## src/rtl/inst_rr_scheduler.sv

```systemverilog
// Round-robin owner for one shared resource across the child instances of a root module.
// One-hot grants are held until done, a dropped request, or the hold-time limit.
module inst_rr_scheduler #(
  parameter int unsigned NUM_INST = 5,
  parameter int unsigned MAX_HOLD = 16,
  localparam int unsigned IDW = (NUM_INST > 1) ? $clog2(NUM_INST) : 1
) (
  input  logic                clk,
  input  logic                rst,
  input  logic                enable,
  input  logic [NUM_INST-1:0] req,
  input  logic [NUM_INST-1:0] done,
  output logic [NUM_INST-1:0] grant,
  output logic [IDW-1:0]      grant_id,
  output logic                busy,
  output logic                timeout_pulse,
  output logic [IDW-1:0]      timeout_id
);

  // Counter only needs to reach MAX_HOLD-1.
  localparam int unsigned HCW = (MAX_HOLD > 2) ? $clog2(MAX_HOLD) : 1;
  localparam logic [HCW-1:0] HoldLast = HCW'((MAX_HOLD > 0) ? MAX_HOLD - 1 : 0);
  localparam logic [IDW-1:0] LastId = IDW'(NUM_INST - 1);

  typedef enum logic [0:0] {StIdle, StGrant} state_e;

  state_e              state_q, state_d;
  logic [IDW-1:0]      ptr_q, ptr_d;
  logic [HCW-1:0]      hold_cnt_q, hold_cnt_d;
  logic [NUM_INST-1:0] grant_q, grant_d;
  logic [IDW-1:0]      grant_id_q, grant_id_d;
  logic                busy_q, busy_d;
  logic                tpulse_q, tpulse_d;
  logic [IDW-1:0]      tid_q, tid_d;

  logic           win_found;
  logic [IDW-1:0] win_id;
  logic           own_done;
  logic           own_req;
  logic           hold_expired;
  logic           release_now;
  logic [IDW-1:0] ptr_after_owner;

  // Search starts at the pointer and wraps past NUM_INST-1 back to 0.
  always_comb begin
    int unsigned idx;
    win_found = 1'b0;
    win_id    = '0;
    idx       = 0;
    for (int unsigned i = 0; i < NUM_INST; i++) begin
      idx = (32'(ptr_q) + i) % NUM_INST;
      if (!win_found && req[idx[IDW-1:0]]) begin
        win_found = 1'b1;
        win_id    = idx[IDW-1:0];
      end
    end
  end

  assign own_done        = done[grant_id_q];
  assign own_req         = req[grant_id_q];
  assign hold_expired    = (MAX_HOLD != 0) && (hold_cnt_q == HoldLast);
  assign release_now     = own_done || !own_req || hold_expired;
  assign ptr_after_owner = (grant_id_q == LastId) ? '0 : grant_id_q + IDW'(1);

  always_comb begin
    state_d    = state_q;
    ptr_d      = ptr_q;
    hold_cnt_d = hold_cnt_q;
    grant_d    = grant_q;
    grant_id_d = grant_id_q;
    busy_d     = busy_q;
    tpulse_d   = 1'b0;
    tid_d      = tid_q;

    unique case (state_q)
      StIdle: begin
        if (enable && win_found) begin
          state_d    = StGrant;
          grant_d    = NUM_INST'(1) << win_id;
          grant_id_d = win_id;
          busy_d     = 1'b1;
          hold_cnt_d = '0;
        end
      end
      StGrant: begin
        hold_cnt_d = hold_cnt_q + HCW'(1);
        if (release_now) begin
          state_d = StIdle;
          grant_d = '0;
          busy_d  = 1'b0;
          ptr_d   = ptr_after_owner;
          // A done or request drop in the final cycle wins over the timeout.
          if (!own_done && own_req) begin
            tpulse_d = 1'b1;
            tid_d    = grant_id_q;
          end
        end
      end
      default: state_d = StIdle;
    endcase
  end

  always_ff @(posedge clk or posedge rst) begin
    if (rst) begin
      state_q    <= StIdle;
      ptr_q      <= '0;
      hold_cnt_q <= '0;
      grant_q    <= '0;
      grant_id_q <= '0;
      busy_q     <= 1'b0;
      tpulse_q   <= 1'b0;
      tid_q      <= '0;
    end else begin
      state_q    <= state_d;
      ptr_q      <= ptr_d;
      hold_cnt_q <= hold_cnt_d;
      grant_q    <= grant_d;
      grant_id_q <= grant_id_d;
      busy_q     <= busy_d;
      tpulse_q   <= tpulse_d;
      tid_q      <= tid_d;
    end
  end

  assign grant         = grant_q;
  assign grant_id      = grant_id_q;
  assign busy          = busy_q;
  assign timeout_pulse = tpulse_q;
  assign timeout_id    = tid_q;

endmodule

```

## config.mk

```make
export PLATFORM = sky130hd
export DESIGN_NAME = inst_rr_scheduler
export DESIGN_NICKNAME = d
export VERILOG_FILES = /design/src/rtl/inst_rr_scheduler.sv
export SDC_FILE = /design/constraint.sdc
export NUM_CORES = 1
export LEC_CHECK = 0
export CORE_AREA = 2 2 102 55
export DETAILED_ROUTE_END_ITERATION = 12
export DIE_AREA = 0 0 104 57
export HOLD_SLACK_MARGIN = 0.12
export PLACE_DENSITY = 0.75
export SYNTH_ARGS = -nofsm -noshare
export SYNTH_HDL_FRONTEND = slang
export SYNTH_SLANG_ARGS = --single-unit
export TNS_END_PERCENT = 10
```

## constraint.sdc

```tcl
create_clock -name clk -period 4.3 [get_ports clk]
set_input_delay 0.86 -clock clk [delete_from_list [all_inputs] [get_ports clk]]
set_output_delay 0.86 -clock clk [all_outputs]
set_load 0.1 [all_outputs]
```

# Yosys cells after proc, flatten, opt, wreduce, memory -nomap -nowiden
# Cells that the tools add are included.
# word_totals
reg_bits,21
input_bits,13
elab_cells,88
# op_classes
addsub,6
div,5
n_lt_le_gt_ge,6
n_eq_ne,4
shifts,1
muxes,39
n_bitwise,1
n_reduce_logical,18
# ops
cell,n
32-bit by 3-bit remainder unit with 32-bit output (second input constant),4
3-bit by 3-bit remainder unit with 32-bit output (second input constant),1
3-bit by 4-bit < comparator with 1-bit output (second input constant),6
1-bit binary-select mux with 3-bit select,7
1-bit two-way mux,19
3-bit two-way mux,6
5-bit two-way mux,2
5-bit case mux with 2 select lines,1
3-bit by 2-bit adder with 4-bit output (second input constant),2
4-bit case mux with 2 select lines,1
1-bit logical AND,6
1-bit logical NOT,6
2-bit AND reduction,3
1-bit by 3-bit << shifter with 5-bit output (first input constant),1
3-bit by 1-bit adder with 4-bit output (second input constant),1
3-bit by 3-bit adder with 4-bit output (second input constant),1
4-bit by 1-bit adder with 4-bit output (second input constant),1
4-bit equality test (second input constant),1
4-bit two-way mux,1
1-bit case mux with 2 select lines,2
3-bit by 1-bit adder with 3-bit output (second input constant),1
3-bit equality test (second input constant),1
3-bit AND reduction,1
1-bit logical OR,2
3 further kinds,3

# Depth between registers and ports, before layout
# Gate-level depths: netlist of the first run.
# depth
depth_word,19
ltp_mapped,19

# Worst setup path before layout of the first run
# Ideal clock, no wire load.
# synth_path
path_kind,register to register
startpoint,register ptr_q[1]
endpoint,register grant_q[3] (netlist: grant[3])
setup_time_ps,123
arrival_time_ps,4421
required_time_ps,4177
slack_ps,-244
stages_incl_launch_ff,20
period_less_slack_ps,4544
cell_sequence,dfrtp_1 > buf_2 > inv_2 > ha_1 > inv_1 > ha_1 > inv_1 > ha_1 > nor3_1 > or3_1 > nand2_1 > ha_1 > nand2b_1 > o2bb2ai_1 > mux2i_1 > nor2_1 > a221o_2 > nor3b_4 > mux2_2 > a32o_1
# synth_via
elab_chain_cells,19
elab_cells_between_ends,43
cone_classes,4 x add/sub; 5 x div; 1 x eq/ne; 1 x shift; 22 x mux; 10 x reduce/logical
# synth_lines
element,line,text
start: declaration,28,"logic [IDW-1:0] ptr_q, ptr_d;"
start signal: assignment,115,ptr_q <= ptr_d;
"parallel branches: the longest is 19 deep, another holds 32-bit by 3-bit remainder unit with 32-bit output",-,
end signal: assignment,117,grant_q <= grant_d;
end: declaration,30,"logic [NUM_INST-1:0] grant_q, grant_d;"
# Parallel ways; which one is timed is not known. The select of a mux whose other input is x is not followed.
# A chain may end at the register's enable or synchronous reset.

# Final worst setup path of the first run
# layout_path
startpoint,register ptr_q[0]
endpoint,register grant_q[0] (netlist: grant[0])
# Same word-level chain as after synthesis.

==> flow_summary_export.csv, run 1 <==
group,metric,value,unit
global_route,grt_max_degree,29,
layout,n_antenna_cell,0,
logic_synthesis,synth_cell_type_count,66,
placement,dp.cells,394,
run,drv_cap,0,
placement,place_hpwl,5360,um
clocking,cts_tree,"yes",
worst_setup_path,reg2reg_slack,0.15,ns
floorplan,dieArea,5930,um^2
detailed_routing,drt-initial-drc-count,175,
logic_synthesis,avgSynthCellArea,8.61,um^2
sta,period_share,0.965,
logic_synthesis,synth.yosys.seq_area_share,0.208,
sta,tightest_slew,0.978,ns
detailed_routing,wl_per_cell,17.4,um
floorplan,die_y,57,um
logic_synthesis,synth-edff-count,0,
clocking,clk_path_buf_depth,2,
detailed_routing,vias,2395,
placement,place_congestion,0.897,
detailed_routing,viasPerCell,6.00,
layout,fin_nets,361,
min_path,worst_hold_path_type,"register to register",
clocking,clk_latency,0.26,ns
sta,skew,0.00278,ns
global_route,grt_antenna_before_repair,0,
sta,final_max_slew_viol_count,0,
worst_setup_path,cp-start-kind,"register",
logic_synthesis,async_reset_ff_frac,1.00,
logic_synthesis,syn-num-nets,328,
worst_setup_path,arrival,4.31,ns
sta,period_needed,4.15,ns
placement,port_buffers,25,
layout,n_fill_cell,459,
layout,design_area,3040,um^2
logic_synthesis,synthFlopType,"dfrtp_1",
logic_synthesis,ys_ff_latch,21,
floorplan,fp.dieW,104,um
min_path,min_to,"busy",
sta,rsz0062_at_grt,"true",
detailed_routing,ant_nets,0,
global_route,grt_use_total,0.233,
layout,drive_gt1_frac,0.187,
worst_setup_path,required,4.46,ns
global_route,grt_pass1_wl,10900,um
clocking,clk_pin_slew,0.07,ns
floorplan,coreArea,5130,um^2
floorplan,io_pins,26,
clocking,htree_levels,1,
worst_setup_path,rr_startpoint,"ptr_q[0]",
min_path,min-delay-start,"busy",
clocking,cts_root_buffer,"clkbuf_8",
global_route,grt_pass1_vias,2110,
sta,finalSetupViolCount,0,
detailed_routing,dr.pass1.iters,5,
layout,finalNonFillerCells,399,
status,outcome,"complete, no violations",
min_path,hold_depth,2,
global_route,overflow,0,
logic_synthesis,synth.cell_area,2530,um^2
worst_setup_path,r2r_cells,18,
clocking,ctsHoldBuffers,0,
sta,hold_viol,0,
logic_synthesis,ys_warn_count,0,
sta,max_freq,241,MHz
logic_synthesis,postSynthCellCount,294,
sta,finalHoldWorstSlack,0.491,ns
placement,place_area,2950,um^2
worst_setup_path,r2r_end,"grant[0]",
sta,slew_headroom,0.346,
worst_setup_path,worstSetupPathType,"register to register",
worst_setup_path,crit_path_end_kind,"register",
clocking,clock-sinks,21,
clocking,cts_buffers,3,
detailed_routing,drcViolationCount,0,
floorplan,fp-row-count,19,
detailed_routing,drt-total-wl,6930,um
worst_setup_path,critPathMaxFanout,6,
layout,synthToLayoutAreaGrowth,20.2,%
floorplan,initial_core_util,0.493,
[metal layers]
| metal | wire length [um] | up-vias | GRT usage |
|---|---|---|---|
| li1 | - | 1154 | - |
| met3 | 746 | 0 | 0.0743 |
| met4 | 0 | 0 | 0.0116 |
| met2 | 2660 | 116 | 0.303 |
| met5 | 0 | - | 0 |
| met1 | 3530 | 1125 | 0.381 |
[worst max-delay path by stage]
| stage | startpoint | end | slack (ns) | cells after the start |
|---|---|---|---|---|
| floorplan | ptr_q[0] | grant[3] | 0.03 | 19 |
| global placement | ptr_q[1] | grant[0] | 0.20 | 14 |
| detailed placement | ptr_q[0] | grant_id[1] | 0.13 | 18 |
| CTS | ptr_q[0] | grant[0] | 0.1 | 18 |
| global route | ptr_q[0] | grant[0] | -0.03 | 18 |
| finish | ptr_q[0] | grant[0] | 0.15 | 18 |
[cell families (layout without fill, tap and decap cells)]
| family | count (synthesis) | count (layout) | synth area share |
|---|---|---|---|
| fa+ha+maj | 21 | 21 | 0.104 |
| xor+xnor | 7 | 7 | 0.0316 |
| compound gates | 83 | 83 | 0.246 |
| buf+inv | 35 | 67 | 0.0613 |
| flops | 21 | 21 | 0.208 |
| mux | 35 | 35 | 0.156 |
| simple gates | 92 | 92 | 0.194 |
[through the flow]
stage                util  setup WS, ns  TNS [ns]
floorplan               -        0.0286         0
global placement    0.574         0.203         0
detailed placement  0.574         0.126         0
CTS                 0.582        0.0952         0
global route        0.593       -0.0251   -0.0620
finish              0.593         0.152         0
[worst max-delay path: stages (launching register included)]
cell	delay, ns
dfrtp_1	0.42
inv_2	0.09
ha_4	0.13
inv_1	0.06
ha_1	0.31
inv_1	0.11
ha_2	0.21
nor3_4	0.05
or3_4	0.36
nand2_1	0.10
ha_1	0.14
nand2b_1	0.14
o2bb2ai_4	0.17
mux2i_2	0.26
nor2_1	0.07
a221o_2	0.41
nor3b_4	0.32
mux2_2	0.40
o41ai_2	0.27
[synth_stat cells, drive strengths merged, types with 2 or more instances]
library cell | instances | share of area
a2111oi | 2 | 0.014
a211oi | 4 | 0.012
a21o | 3 | 0.0089
a21oi | 19 | 0.042
a221o | 4 | 0.016
a22o | 3 | 0.010
a31oi | 3 | 0.0074
a32o | 2 | 0.0079
and2 | 2 | 0.0049
and3 | 3 | 0.0079
and3b | 2 | 0.0069
buf | 8 | 0.021
clkbuf | 7 | 0.010
dfrtp | 21 | 0.21
ha | 21 | 0.10
inv | 20 | 0.030
mux2 | 13 | 0.059
mux2i | 20 | 0.079
mux4 | 2 | 0.018
nand2 | 20 | 0.030
nand2b | 7 | 0.017
nand3 | 8 | 0.016
nand4 | 2 | 0.0049
nor2 | 19 | 0.028
nor2b | 5 | 0.015
nor3 | 12 | 0.024
nor4 | 2 | 0.0049
o211ai | 3 | 0.0089
o21a | 3 | 0.0089
o21ai | 16 | 0.033
o22ai | 2 | 0.0049
o2bb2ai | 3 | 0.010
o311ai | 2 | 0.0099
o31ai | 3 | 0.0089
o41ai | 2 | 0.0099
or3 | 6 | 0.017
xnor2 | 6 | 0.028
[state kept, by name, indices dropped and copies added (netlist names)]
signal / count
hold_cnt_q: 4
ptr_q: 3
busy: 1
grant: 5
timeout_id: 3
grant_id: 3
state_q: 1
timeout_pulse: 1
[timing repair]
action                                  CTS  global route
resized for setup                         0            11
setup buffers                             0             1
endpoints found under the setup margin    0             9
[area by class of cell]
type / count / area [um^2] / area share
Clock buffer: 4 / 45.0 / 0.0148
Multi-Input combinational cell: 238 / 1920 / 0.631
Timing Repair Buffer: 43 / 385 / 0.127
Tap cell: 73 / 91.3 / 0.0300
Sequential cell: 21 / 526 / 0.173
Inverter: 20 / 75.1 / 0.0247
[cell usage in the layout, fill, tap and decap left out, types with 3 or more instances in the layout]
| master | netlist | routed |
|---|---|---|
| a211oi_1 | 4 | 4 |
| a21o_1 | 3 | 3 |
| a21oi_1 | 18 | 17 |
| a221o_1 | 3 | 3 |
| a22o_1 | 3 | 3 |
| a31oi_1 | 3 | 3 |
| buf_4 | 3 | 18 |
| clkbuf_8 | 0 | 3 |
| clkdlybuf4s50_1 | 0 | 25 |
| dfrtp_1 | 21 | 21 |
| ha_1 | 21 | 18 |
| inv_1 | 18 | 18 |
| mux2_2 | 12 | 12 |
| mux2i_1 | 20 | 19 |
| nand2_1 | 20 | 20 |
| nand2b_1 | 7 | 7 |
| nand3_1 | 8 | 8 |
| nor2_1 | 19 | 19 |
| nor2b_1 | 4 | 4 |
| nor3_1 | 12 | 11 |
| o211ai_1 | 3 | 3 |
| o21a_1 | 3 | 3 |
| o21ai_0 | 14 | 11 |
| o21ai_1 | 1 | 3 |
| o31ai_1 | 3 | 3 |
| or3_1 | 5 | 4 |
| xnor2_1 | 5 | 5 |
Power of run 1 is not shown: default switching activity piles up to over one toggle a cycle in this logic, so the estimate is an artifact.
==> inputs of run 2 (changes only) <==
CAP_MARGIN = 15   (was not set)
==> results of run 2 <==
Same layout as run 1: the final DEF is identical, and so are final timing and power.
Power of run 2 is left out for the same reason.
==> inputs of run 3 (changes only) <==
CELL_PAD_IN_SITES_DETAIL_PLACEMENT = 0   (was not set)
CELL_PAD_IN_SITES_GLOBAL_PLACEMENT = 1   (was not set)
CORE_AREA = 2 2 116 62   (was 2 2 102 55)
DIE_AREA = 0 0 118 64   (was 0 0 104 57)
PLACE_DENSITY = not set   (was 0.75)
PLACE_DENSITY_LB_ADDON = 0.1   (was not set)
==> run 3 against run 2 <==
  * Clock skew rose by 0.0035 ns
  * Critical endpoint unchanged
  * Sequential cell count did not move
  * Register-to-register slack improved by 0.07 ns
  * Fmax is 1.7% higher
  * Highest routed layer is now met4
  * Core utilization down 10 points
  * Sequential share of layout area shrank 0.67 points
  * First-iteration DRC count grew 14%
  * Non-clock buffer count up 6
  * Via count fell by 1.7%
  * Critical path type unchanged
==> flow_summary_export.csv, run 3 (synthesis results as in run 1) <==
group,metric,value,unit
worst_setup_path,crit_path_end_kind,"register",
min_path,worst_hold_path_type,"register to register",
worst_setup_path,required,4.46,ns
placement,port_buffers,25,
layout,n_antenna_cell,0,
status,outcome,"complete, no violations",
detailed_routing,dr.pass1.iters,4,
layout,largest_register_ffs,5,
global_route,grt_antenna_before_repair,0,
worst_setup_path,critPathLaunch,"ptr_q[2]",
worst_setup_path,timing.critical_path.buf_inv,1,
run,drv_cap,0,
floorplan,die_y,64,um
clocking,cts_buffers,3,
floorplan,fp-row-count,21,
global_route,grt_max_degree,29,
floorplan,fp.dieW,118,um
worst_setup_path,slowest_delay,0.57,ns
placement,place_hpwl,5810,um
clocking,htree_levels,1,
sta,slew_headroom,0.345,
global_route,grt_pass1_wl,11800,um
floorplan,dieArea,7550,um^2
detailed_routing,vias,2354,
sta,skew,0.00629,ns
layout,drive_gt1_frac,0.208,
placement,place_congestion,0.846,
global_route,gr-usage-met2,0.262,
sta,hold_viol,0,
layout,n_fill_cell,635,
global_route,grt_use_total,0.199,
clocking,clk_path_buf_depth,2,
clocking,clk_latency,0.26,ns
floorplan,initial_core_util,0.390,
sta,final_max_slew_viol_count,0,
detailed_routing,drcViolationCount,0,
worst_setup_path,arrival,4.23,ns
global_route,grt_pass1_vias,2150,
clocking,cts_tree,"yes",
global_route,busiest_layer,"met1",
layout,mostFrequentLayoutCell,"clkdlybuf4s50_1",
clocking,clock-sinks,21,
global_route,gr-usage-met3,0.0330,
sta,max_freq,245,MHz
worst_setup_path,crit_family,"compound AO/OA/AOI/OAI gates",
clocking,cts_root_buffer,"clkbuf_16",
worst_setup_path,path_cells,"inv_1 > ha_1 > o21ai_1 > o21ai_0 > xnor2_1 > ha_1 > or4_4 > a221o_1 > o21ai_2 > mux2_2 > a221o_1 > mux2_2 > o41ai_2",
min_path,min-delay-start,"busy",
global_route,use_met1,0.335,
detailed_routing,drt-total-wl,7360,um
layout,final_cell_mix,"clkdlybuf4s50_1 (25), buf_4 (24), dfrtp_1 (21), nand2_1 (20), nor2_1 (19)",
floorplan,io_pins,26,
detailed_routing,ant_nets,0,
sta,tightest_slew,0.980,ns
sta,period_share,0.948,
placement,dp.cells,418,
layout,synthToLayoutAreaGrowth,25.0,%
global_route,overflow,0,
worst_setup_path,cp-start-kind,"register",
clocking,clk_pin_slew,0.06,ns
sta,period_needed,4.08,ns
worst_setup_path,worstSetupPathType,"register to register",
detailed_routing,viasPerCell,5.55,
layout,fin_nets,367,
layout,finalNonFillerCells,424,
detailed_routing,drt-initial-drc-count,200,
worst_setup_path,critPathMaxFanout,11,
sta,rsz0062_at_grt,"true",
sta,finalSetupViolCount,0,
worst_setup_path,rr_startpoint,"ptr_q[2]",
worst_setup_path,slowest_stage,"dfrtp_1",
floorplan,coreArea,6490,um^2
detailed_routing,wl_per_cell,17.4,um
run 3: metrics by stage:
step | util | hold WS [ns] | setup slack (ns) | setup TNS [ns] | cell area (um^2)
global placement | 0.463 | 0.465 | 0.195 | 0 | 3010
floorplan | - | 0.464 | 0.0286 | 0 | 2560
CTS | 0.476 | 0.481 | 0.0953 | 0 | 3090
global route | 0.488 | 0.512 | -0.0264 | -0.0882 | 3170
finish | 0.488 | 0.483 | 0.222 | 0 | 3170
detailed placement | 0.463 | 0.467 | 0.127 | 0 | 3010
run 3: cell type report:
| class | instances | area [um^2] | share of cell area |
|---|---|---|---|
| Tap cell | 92 | 115 | 0.0363 |
| Sequential cell | 21 | 526 | 0.166 |
| Clock buffer | 3 | 75.1 | 0.0237 |
| Timing Repair Buffer | 49 | 430 | 0.136 |
| Clock inverter | 1 | 5.00 | 0.00158 |
| Multi-Input combinational cell | 238 | 1940 | 0.613 |
| Inverter | 20 | 75.1 | 0.0237 |
run 3: final timing paths:
path	slack, ns	end	cells after the start
max in group asynchronous	2.71	grant[1]	2
worst min register to register	0.48	busy	2
worst max-delay path	0.22	grant[0]	13
worst max register to register	0.22	grant[0]	13
worst min-delay path	0.48	busy	2
min in group asynchronous	1.08	hold_cnt_q[3]	2
run 3: layer usage:
metal	wire, um	vias to the layer above
li1	-	1171
met1	4210	1130
met2	2650	49
met3	465	4
met4	39	0
met5	0	-
run 3: repair_timing:
item | in CTS | in global routing
hold buffers | 0 | 0
hold endpoints to repair | 0 | 0
setup endpoints to repair | 0 | 13
resized for setup | 0 | 13
setup buffers | 0 | 2
run 3: tightest hold or removal path: cells and delay by family, from the launching register on:
kind             cells  cell delay (ns)
and+or+nand+nor      2             0.11
DFF                  1             0.34
Power of run 3 is left out for the same reason.
